**config.mk**
```make
export PLATFORM = sky130hd
export DESIGN_NAME = pll_lock_supervisor
export DESIGN_NICKNAME = d
export VERILOG_FILES = /design/src/rtl/pll_lock_supervisor.sv
export SDC_FILE = /design/constraint.sdc
export NUM_CORES = 1
export LEC_CHECK = 0
export CORE_MARGIN = 2
export CORE_UTILIZATION = 40
export DETAILED_ROUTE_END_ITERATION = 6
export GPL_TIMING_DRIVEN = 0
export PLACE_DENSITY = 0.62
export SLEW_MARGIN = 10
export SYNTH_ARGS = -nofsm -noshare
export SYNTH_HDL_FRONTEND = slang
export SYNTH_SLANG_ARGS = --single-unit
```
**constraint.sdc**
```tcl
create_clock -name clki -period 2.1 [get_ports clki]
set_input_delay 0.21 -clock clki [delete_from_list [all_inputs] [get_ports clki]]
set_output_delay 0.21 -clock clki [all_outputs]
set_load 0.02 [all_outputs]
```
**src/rtl/pll_lock_supervisor.sv**
```systemverilog
// pll_lock_supervisor: PLL reset pulse, lock filter, staggered domain reset release; ports clki, rst, locked -> pll_rst, domain_rst, ready, lock_loss_count, retry_count; define PLL_SUP_RETRY_EN for lock-timeout retries
module pll_lock_supervisor #(
  parameter int NUM_DOMAINS   = 2,
  parameter int PLLRST_CYCLES = 16,
  parameter int LOCK_FILTER   = 1024,
  parameter int LOCK_TIMEOUT  = 65536,
  parameter int STAGGER       = 64,
  parameter int CNT_W         = 8
) (
  input  logic                   clki,
  input  logic                   rst,
  input  logic                   locked,
  output logic                   pll_rst,
  output logic [NUM_DOMAINS-1:0] domain_rst,
  output logic                   ready,
  output logic [CNT_W-1:0]       lock_loss_count,
  output logic [CNT_W-1:0]       retry_count
);
  localparam int REL = (NUM_DOMAINS - 1) * STAGGER;
  localparam int PW  = $clog2(PLLRST_CYCLES);
  localparam int FW  = $clog2(LOCK_FILTER);
  localparam int RW  = REL < 2 ? 1 : $clog2(REL + 1);
  typedef enum logic [2:0] {PLL_RESET, WAIT_LOCK, FILTER, RELEASE, RUN} state_t;
  state_t state, state_n;
  logic sync1, locked_s, lost;
  logic [PW-1:0] pcnt, pcnt_n;
  logic [FW-1:0] fcnt, fcnt_n;
  logic [RW-1:0] rcnt, rcnt_n;
  logic pll_rst_n, ready_n;
  logic [NUM_DOMAINS-1:0] domain_rst_n;
  logic [CNT_W-1:0] lock_loss_n;
`ifdef PLL_SUP_RETRY_EN
  localparam int TW = $clog2(LOCK_TIMEOUT);
  logic [TW-1:0] tcnt, tcnt_n;
  logic [CNT_W-1:0] retry_n;
`endif
  assign lost = (state == RELEASE || state == RUN) && !locked_s;
  always_comb begin
    state_n      = state;
    pcnt_n       = pcnt;
    fcnt_n       = fcnt;
    rcnt_n       = rcnt;
    pll_rst_n    = pll_rst;
    domain_rst_n = domain_rst;
    ready_n      = ready;
    lock_loss_n  = lock_loss_count;
`ifdef PLL_SUP_RETRY_EN
    tcnt_n       = tcnt;
    retry_n      = retry_count;
`endif
    if (lost) begin
      state_n      = PLL_RESET;
      pcnt_n       = '0;
      pll_rst_n    = 1'b1;
      domain_rst_n = '1;
      ready_n      = 1'b0;
      lock_loss_n  = &lock_loss_count ? lock_loss_count : lock_loss_count + CNT_W'(1);
    end else begin
      case (state)
        PLL_RESET: begin
`ifdef PLL_SUP_RETRY_EN
          tcnt_n = '0;
`endif
          if (pcnt == PW'(PLLRST_CYCLES - 1)) begin
            state_n   = WAIT_LOCK;
            pll_rst_n = 1'b0;
          end else begin
            pcnt_n = pcnt + PW'(1);
          end
        end
        WAIT_LOCK: begin
          if (locked_s) begin
            state_n = FILTER;
            fcnt_n  = '0;
`ifdef PLL_SUP_RETRY_EN
            tcnt_n  = '0;
          end else if (tcnt == TW'(LOCK_TIMEOUT - 1)) begin
            state_n   = PLL_RESET;
            pcnt_n    = '0;
            pll_rst_n = 1'b1;
            retry_n   = &retry_count ? retry_count : retry_count + CNT_W'(1);
          end else begin
            tcnt_n = tcnt + TW'(1);
`endif
          end
        end
        FILTER: begin
          if (!locked_s) begin
            state_n = WAIT_LOCK;
            fcnt_n  = '0;
`ifdef PLL_SUP_RETRY_EN
            tcnt_n  = '0;
`endif
          end else if (fcnt == FW'(LOCK_FILTER - 1)) begin
            state_n = RELEASE;
            rcnt_n  = '0;
          end else begin
            fcnt_n = fcnt + FW'(1);
          end
        end
        RELEASE: begin
          if (rcnt == RW'(REL)) begin
            state_n = RUN;
            ready_n = 1'b1;
          end else begin
            rcnt_n = rcnt + RW'(1);
          end
        end
        RUN: ;
        default: begin
          state_n      = PLL_RESET;
          pcnt_n       = '0;
          pll_rst_n    = 1'b1;
          domain_rst_n = '1;
          ready_n      = 1'b0;
        end
      endcase
      for (int i = 0; i < NUM_DOMAINS; i++)
        if (state_n == RELEASE && 32'(rcnt_n) >= i * STAGGER) domain_rst_n[i] = 1'b0;
    end
  end
  always_ff @(posedge clki or posedge rst) begin
    if (rst) begin
      sync1           <= 1'b0;
      locked_s        <= 1'b0;
      state           <= PLL_RESET;
      pcnt            <= '0;
      fcnt            <= '0;
      rcnt            <= '0;
      pll_rst         <= 1'b1;
      domain_rst      <= '1;
      ready           <= 1'b0;
      lock_loss_count <= '0;
    end else begin
      sync1           <= locked;
      locked_s        <= sync1;
      state           <= state_n;
      pcnt            <= pcnt_n;
      fcnt            <= fcnt_n;
      rcnt            <= rcnt_n;
      pll_rst         <= pll_rst_n;
      domain_rst      <= domain_rst_n;
      ready           <= ready_n;
      lock_loss_count <= lock_loss_n;
    end
  end
`ifdef PLL_SUP_RETRY_EN
  always_ff @(posedge clki or posedge rst) begin
    if (rst) begin
      tcnt        <= '0;
      retry_count <= '0;
    end else begin
      tcnt        <= tcnt_n;
      retry_count <= retry_n;
    end
  end
`else
  assign retry_count = '0;
`endif
endmodule

```
**Yosys cells after proc, flatten, opt, wreduce, memory -nomap -nowiden**

Index checks and enable logic that the tools add are counted.

- Register bits: 38
- Bits of input ports: 3
- Output and inout bits: 20

- Add/subtract/negate cells: 4
- $lt $le $gt $ge: 1
- Equal/unequal tests: 17
- Mux-type cells: 30
- Bitwise gates (word level): 2
- Reductions and logical operators: 15

Operators with widths:

| kind | count |
|---|---|
| two-way mux 10 bit | 3 |
| two-way mux 7 bit | 4 |
| two-way mux 3 bit | 7 |
| case mux 10 bit (2 select lines) | 1 |
| case mux 3 bit (5 select lines) | 1 |
| case mux 7 bit (2 select lines) | 1 |
| adder 10 x 1 -> 10 bit, second input constant | 1 |
| == test 10 bit, second input constant | 1 |
| == test 3 x 2 -> 1 bit, second input constant | 3 |
| != test 3 bit, second input constant | 3 |
| adder 8 x 1 -> 8 bit, second input constant | 1 |
| two-way mux 4 bit | 2 |
| case mux 4 bit (2 select lines) | 1 |
| AND reduction 2 bit | 4 |
| AND reduction 8 bit | 1 |
| OR reduction 4 bit | 2 |
| adder 7 x 1 -> 7 bit, second input constant | 1 |
| == test 7 bit, second input constant | 1 |
| greater-or-equal comparator 7 bit, second input constant | 1 |
| two-way mux 1 bit | 6 |
| != test 3 x 1 -> 1 bit, second input constant | 2 |
| OR reduction 5 bit | 1 |
| adder 4 x 1 -> 4 bit, second input constant | 1 |
| == test 4 bit, second input constant | 1 |
| other kinds (14) | 19 |

**Logic depth before layout (Yosys ltp)**

- Depth in word-level cells: 9
- Depth in mapped cells: 7
- Mapped depth without buffers: 7

**Least setup slack after synthesis**

OpenSTA, ideal clock, no wires.

- Path type: reg2reg
- Start point: register fcnt[0]
- End point: register rcnt[0]
- Data arrival time: 1.481 ns
- Required time: 1.975 ns
- Setup slack: 0.494 ns
- Cell stages (with the launch flop): 7
- Path buffers: 0
- Period minus slack after synthesis: 1.606 ns
- Path through: dfrtp_1 -> ha_1 -> nand3_1 -> o311ai_1 -> a21o_1 -> nand3_2 -> mux2_2

- Word-level cells in the longest chain between the ends: 5

Ends and longest elaborated chain:

| item | line | RTL |
|---|---|---|
| start: declaration | 27 | `logic [FW-1:0] fcnt, fcnt_n;` |
| start signal: assignment | 139 | `fcnt <= fcnt_n;` |
| == test 10 bit | 94 | `end else if (fcnt == FW'(LOCK_FILTER - 1)) begin` |
| two-way mux 7 bit | 94 |  |
| two-way mux 7 bit | 88 | `if (!locked_s) begin` |
| case mux 7 bit (2 select lines) | 59 | `case (state)` |
| two-way mux 7 bit | 51 | `if (lost) begin` |
| end signal: assignment | 140 | `rcnt <= rcnt_n;` |
| end: declaration | 28 | `logic [RW-1:0] rcnt, rcnt_n;` |

No other way between the ends. The select of a mux whose other input is x is not followed.
A chain may end at the register's enable or synchronous reset.

**Worst setup path after layout**

Same ends and word-level chain as after synthesis.

==> reports/qor.csv <==
stage;metric;value;unit
run_status;outcome;completed;
clocking;Setup Fix Bufs, Post-CTS;0;
sta;RSZ-0062 raised after global routing;false;
sta;slew margin rel.;62.3;%
floorplanning;core area;0.00507;sq mm
grt;number of global-route vias before repair;1578;
clocking;TritonCTS clock tree;built;
grt;largest net degree at the start of global routing;28;
sta;Final Hold Vio Count;0;
grt;Total Routing Usage GR;15.0;%
setup_path;delay-heaviest family, CP;compound AO/OA/AOI/OAI gates;
clocking;worst skew pair latency;290;ps
route;Iteration-0 DRC Markers;69;
place;RePlAce Congestion;0.778;
sta;fmax;0.528;GHz
sta;Clock Skews;10.7;ps
final_layout;Core Util, Final;48.5;%
setup_path;CP arrival;2070;ps
clocking;Sink Count;38;
setup_path;Crit Path Max Fanout;6;
final_layout;layout cells sized above 1;12.8;%
setup_path;Crit path required time;2270;ps
power_and_ir_drop;PwrDens;967;mW/mm^2
floorplanning;I/O pin count;23;
route;DRT Pass-1 Iters;4;
logic_synthesis;top cell type's share of synthesized area;41.9;%
grt;initial antenna violation count;0;
sta;Least-Margin Pin Slew;565;ps
floorplanning;Initial Util;41.2;%
logic_synthesis;EDFF count, synth;0;
place;Place WS;168;ps
final_layout;final net count;257;
setup_path;CP peak stage delay;410;ps
power_and_ir_drop;Lkg Pwr;0.00106;uW
setup_path;worst path cell trace;ha_1 -> nand3_1 -> o311ai_1 -> a21o_1 -> nand3_2 -> mux2_2;
grt;grt total ovfl;0;
logic_synthesis;mapped cell area;0.00209;sq mm
setup_path;crit start category;flop;
grt;first-pass GRT wire length;7.22;mm
logic_synthesis;Seq/Total Area, Yosys;45.7;%
floorplanning;die area;0.00582;sq mm
clocking;Max clock buf depth;2;
setup_path;Bufs and invs on worst path;0;
final_layout;Layout Cells excl Fill;320;
route;Total Wirelength;4.12;mm
logic_synthesis;Top FF cell, synth;dfrtp_1;
logic_synthesis;Yosys Warn Count;0;
logic_synthesis;Yosys reg bits;38;
setup_path;crit path kind;reg2reg;
place;hpwl dp;2.90;mm
floorplanning;Std-Cell Rows;26;
clocking;clock transition at the registers of the reported paths;70;ps
job;max_cap viols;0;
setup_path;crit path max-delay cell type;dfrtp_1;
floorplanning;Die H;76.3;um
sta;fin worst setup slack;206;ps
min_path;Hold Crit Class;in2async;
sta;max-slew violation count;0;
route;Final ANT Viol Nets;0;
sta;Tmin final;1890;ps
sta;Final period util;90.2;%
final_layout;Area growth syn-to-layout;17.7;%
logic_synthesis;area leader, netlist;dfrtp_1;
place;IO buf count;14;
route;Residual DRC;0;
logic_synthesis;ranking of synthesized cells by area;dfrtp_1, nor2_1, o21ai_0, dfstp_2, nand3_1;
place;Post-Place Cells;312;
setup_path;crit path capture type;flop;
power_and_ir_drop;Max VDD drop;911;uV
logic_synthesis;Synth Instances;220;
route;Routed WL per cell;12.9;um
sta;Final setup viols;0;
clocking;H-tree depth;2;
sta;post-route setup TNS;0;ps
final_layout;diode count;0;
route;drt via density;5.18;
logic_synthesis;Synth Area per Inst;9.50;sq um
route;routed via count;1656;
place;dpl cell area;0.00236;sq mm
logic_synthesis;post-synth cell types;49;
clocking;clock buffer count from CTS;5;
floorplanning;Die Width;76.3;um
clocking;Clock Root Buffer;clkbuf_8;
logic_synthesis;Post-synth ARST share;100;%
final_layout;Final Cell Area;0.00246;sq mm
-- what timing repair did --
| item | CTS | global route |
|---|---|---|
| endpoints found under the setup margin | 0 | 4 |
| gates resized for setup | 0 | 1 |
| hold buffers | 0 | 0 |
-- worst paths after layout --
check	endpoint	depth (start not counted)	from	slack [ps]
setup / recovery	rcnt[0]$_DFFE_PP0N_	6	fcnt[0]$_DFFE_PP0P_	210
hold / removal	fcnt[1]$_DFFE_PP0P_	2	rst	180
setup reg to reg	rcnt[0]$_DFFE_PP0N_	6	fcnt[0]$_DFFE_PP0P_	210
hold reg to reg	locked_s$_DFF_PP0_	0	sync1$_DFF_PP0_	350
max in group asynchronous	domain_rst[0]$_DFFE_PP1P_	3	rst	1420
min in group clki	locked_s$_DFF_PP0_	0	sync1$_DFF_PP0_	350
-- registers in the layout (all words and copies together) (netlist names) --
name / cells
sync1: 1
pll_rst: 1
pcnt: 4
locked_s: 1
ready: 1
lock_loss_count: 8
fcnt: 10
rcnt: 7
state: 3
domain_rst: 2
-- through the flow --
stage               hold slack [ps]  power (uW)
floorplan                       241        1610
finish                          176        2380
CTS                             181        2400
global route                    225        2550
global placement                337        1850
detailed placement              340        1870
-- report_power, final --
group	switching [uW]	total (uW)	internal, uW
Combinational	446	816	370
Sequential	154	1050	893
Clock	252	517	265
-- cell type report --
type / count / area [sq um]
buffer: 14 / 91.3
clock buffer: 7 / 86.3
clock inverter: 1 / 5.00
fill: 514 / 2620
inverter: 8 / 30.0
multi-input combinational: 167 / 1040
sequential: 38 / 955
tap: 70 / 87.6
timing repair buffer: 15 / 160
-- per-layer routing --
| metal | share of wire, % | track usage (%) |
|---|---|---|
| met5 | 0 | 0 |
| met4 | 1.2 | 5.45 |
| met3 | 3.1 | 2.84 |
| met2 | 45 | 23.5 |
| met1 | 51 | 20.8 |
-- worst reg2reg max path, stage by stage, from the launching register on --
cell and delay [ps]:
dfrtp_1 410, ha_1 210, nand3_1 240, o311ai_1 350, a21o_1 180, nand3_2 120
mux2_2 290
-- cells in the final DEF (no fill, tap or decap), types with 2 or more instances in the layout --
master           netlist  final
clkdlybuf4s50_1        0     14
nand2b_1               2      2
o41ai_1                2      2
or3_1                  3      3
ha_1                   5      5
nand3_1               14     14
dfrtp_1               35     35
xnor2_1                6      6
and4_1                 2      2
nand4_1                6      6
and3_1                 4      4
xor2_1                 5      5
inv_1                  8      7
clkbuf_8               0      6
nor3_1                 4      3
nor2_1                23     23
buf_4                  9      9
dfstp_2                3      3
buf_2                  4      4
conb_1                 1      8
a21oi_1                8      8
o21ai_0               17     17
mux2_2                 3      3
and3b_1                2      2
mux2i_1                4      4
nand2_1               15     15
o21a_1                 2      2
a21o_1                 4      4
o211ai_1               6      6
clkbuf_1               1      2
nor3_2                 1      2
nand3b_1               2      2
-- synth_stat cells, types with 3 or more instances --
library cell  count
buf_2             4
dfstp_2           3
nor2_1           23
xor2_1            5
nand3_1          14
inv_1             8
xnor2_1           6
nand4_1           6
o21ai_0          17
mux2i_1           4
dfrtp_1          35
nor3_1            4
and3_1            4
a21oi_1           8
nand2_1          15
or3_1             3
a21o_1            4
o211ai_1          6
buf_4             9
mux2_2            3
ha_1              5
-- cell families after synthesis --
logic type	Yosys count	share of synthesized area [%]
mux	7	3.53
simple gates	85	21.3
other cells	1	0.179
compound gates	50	15.4
xor+xnor	11	4.61
flops	38	45.7
buf+inv	22	5.81
fa+ha+maj	6	3.47
Power figures use the tool's default switching activity.
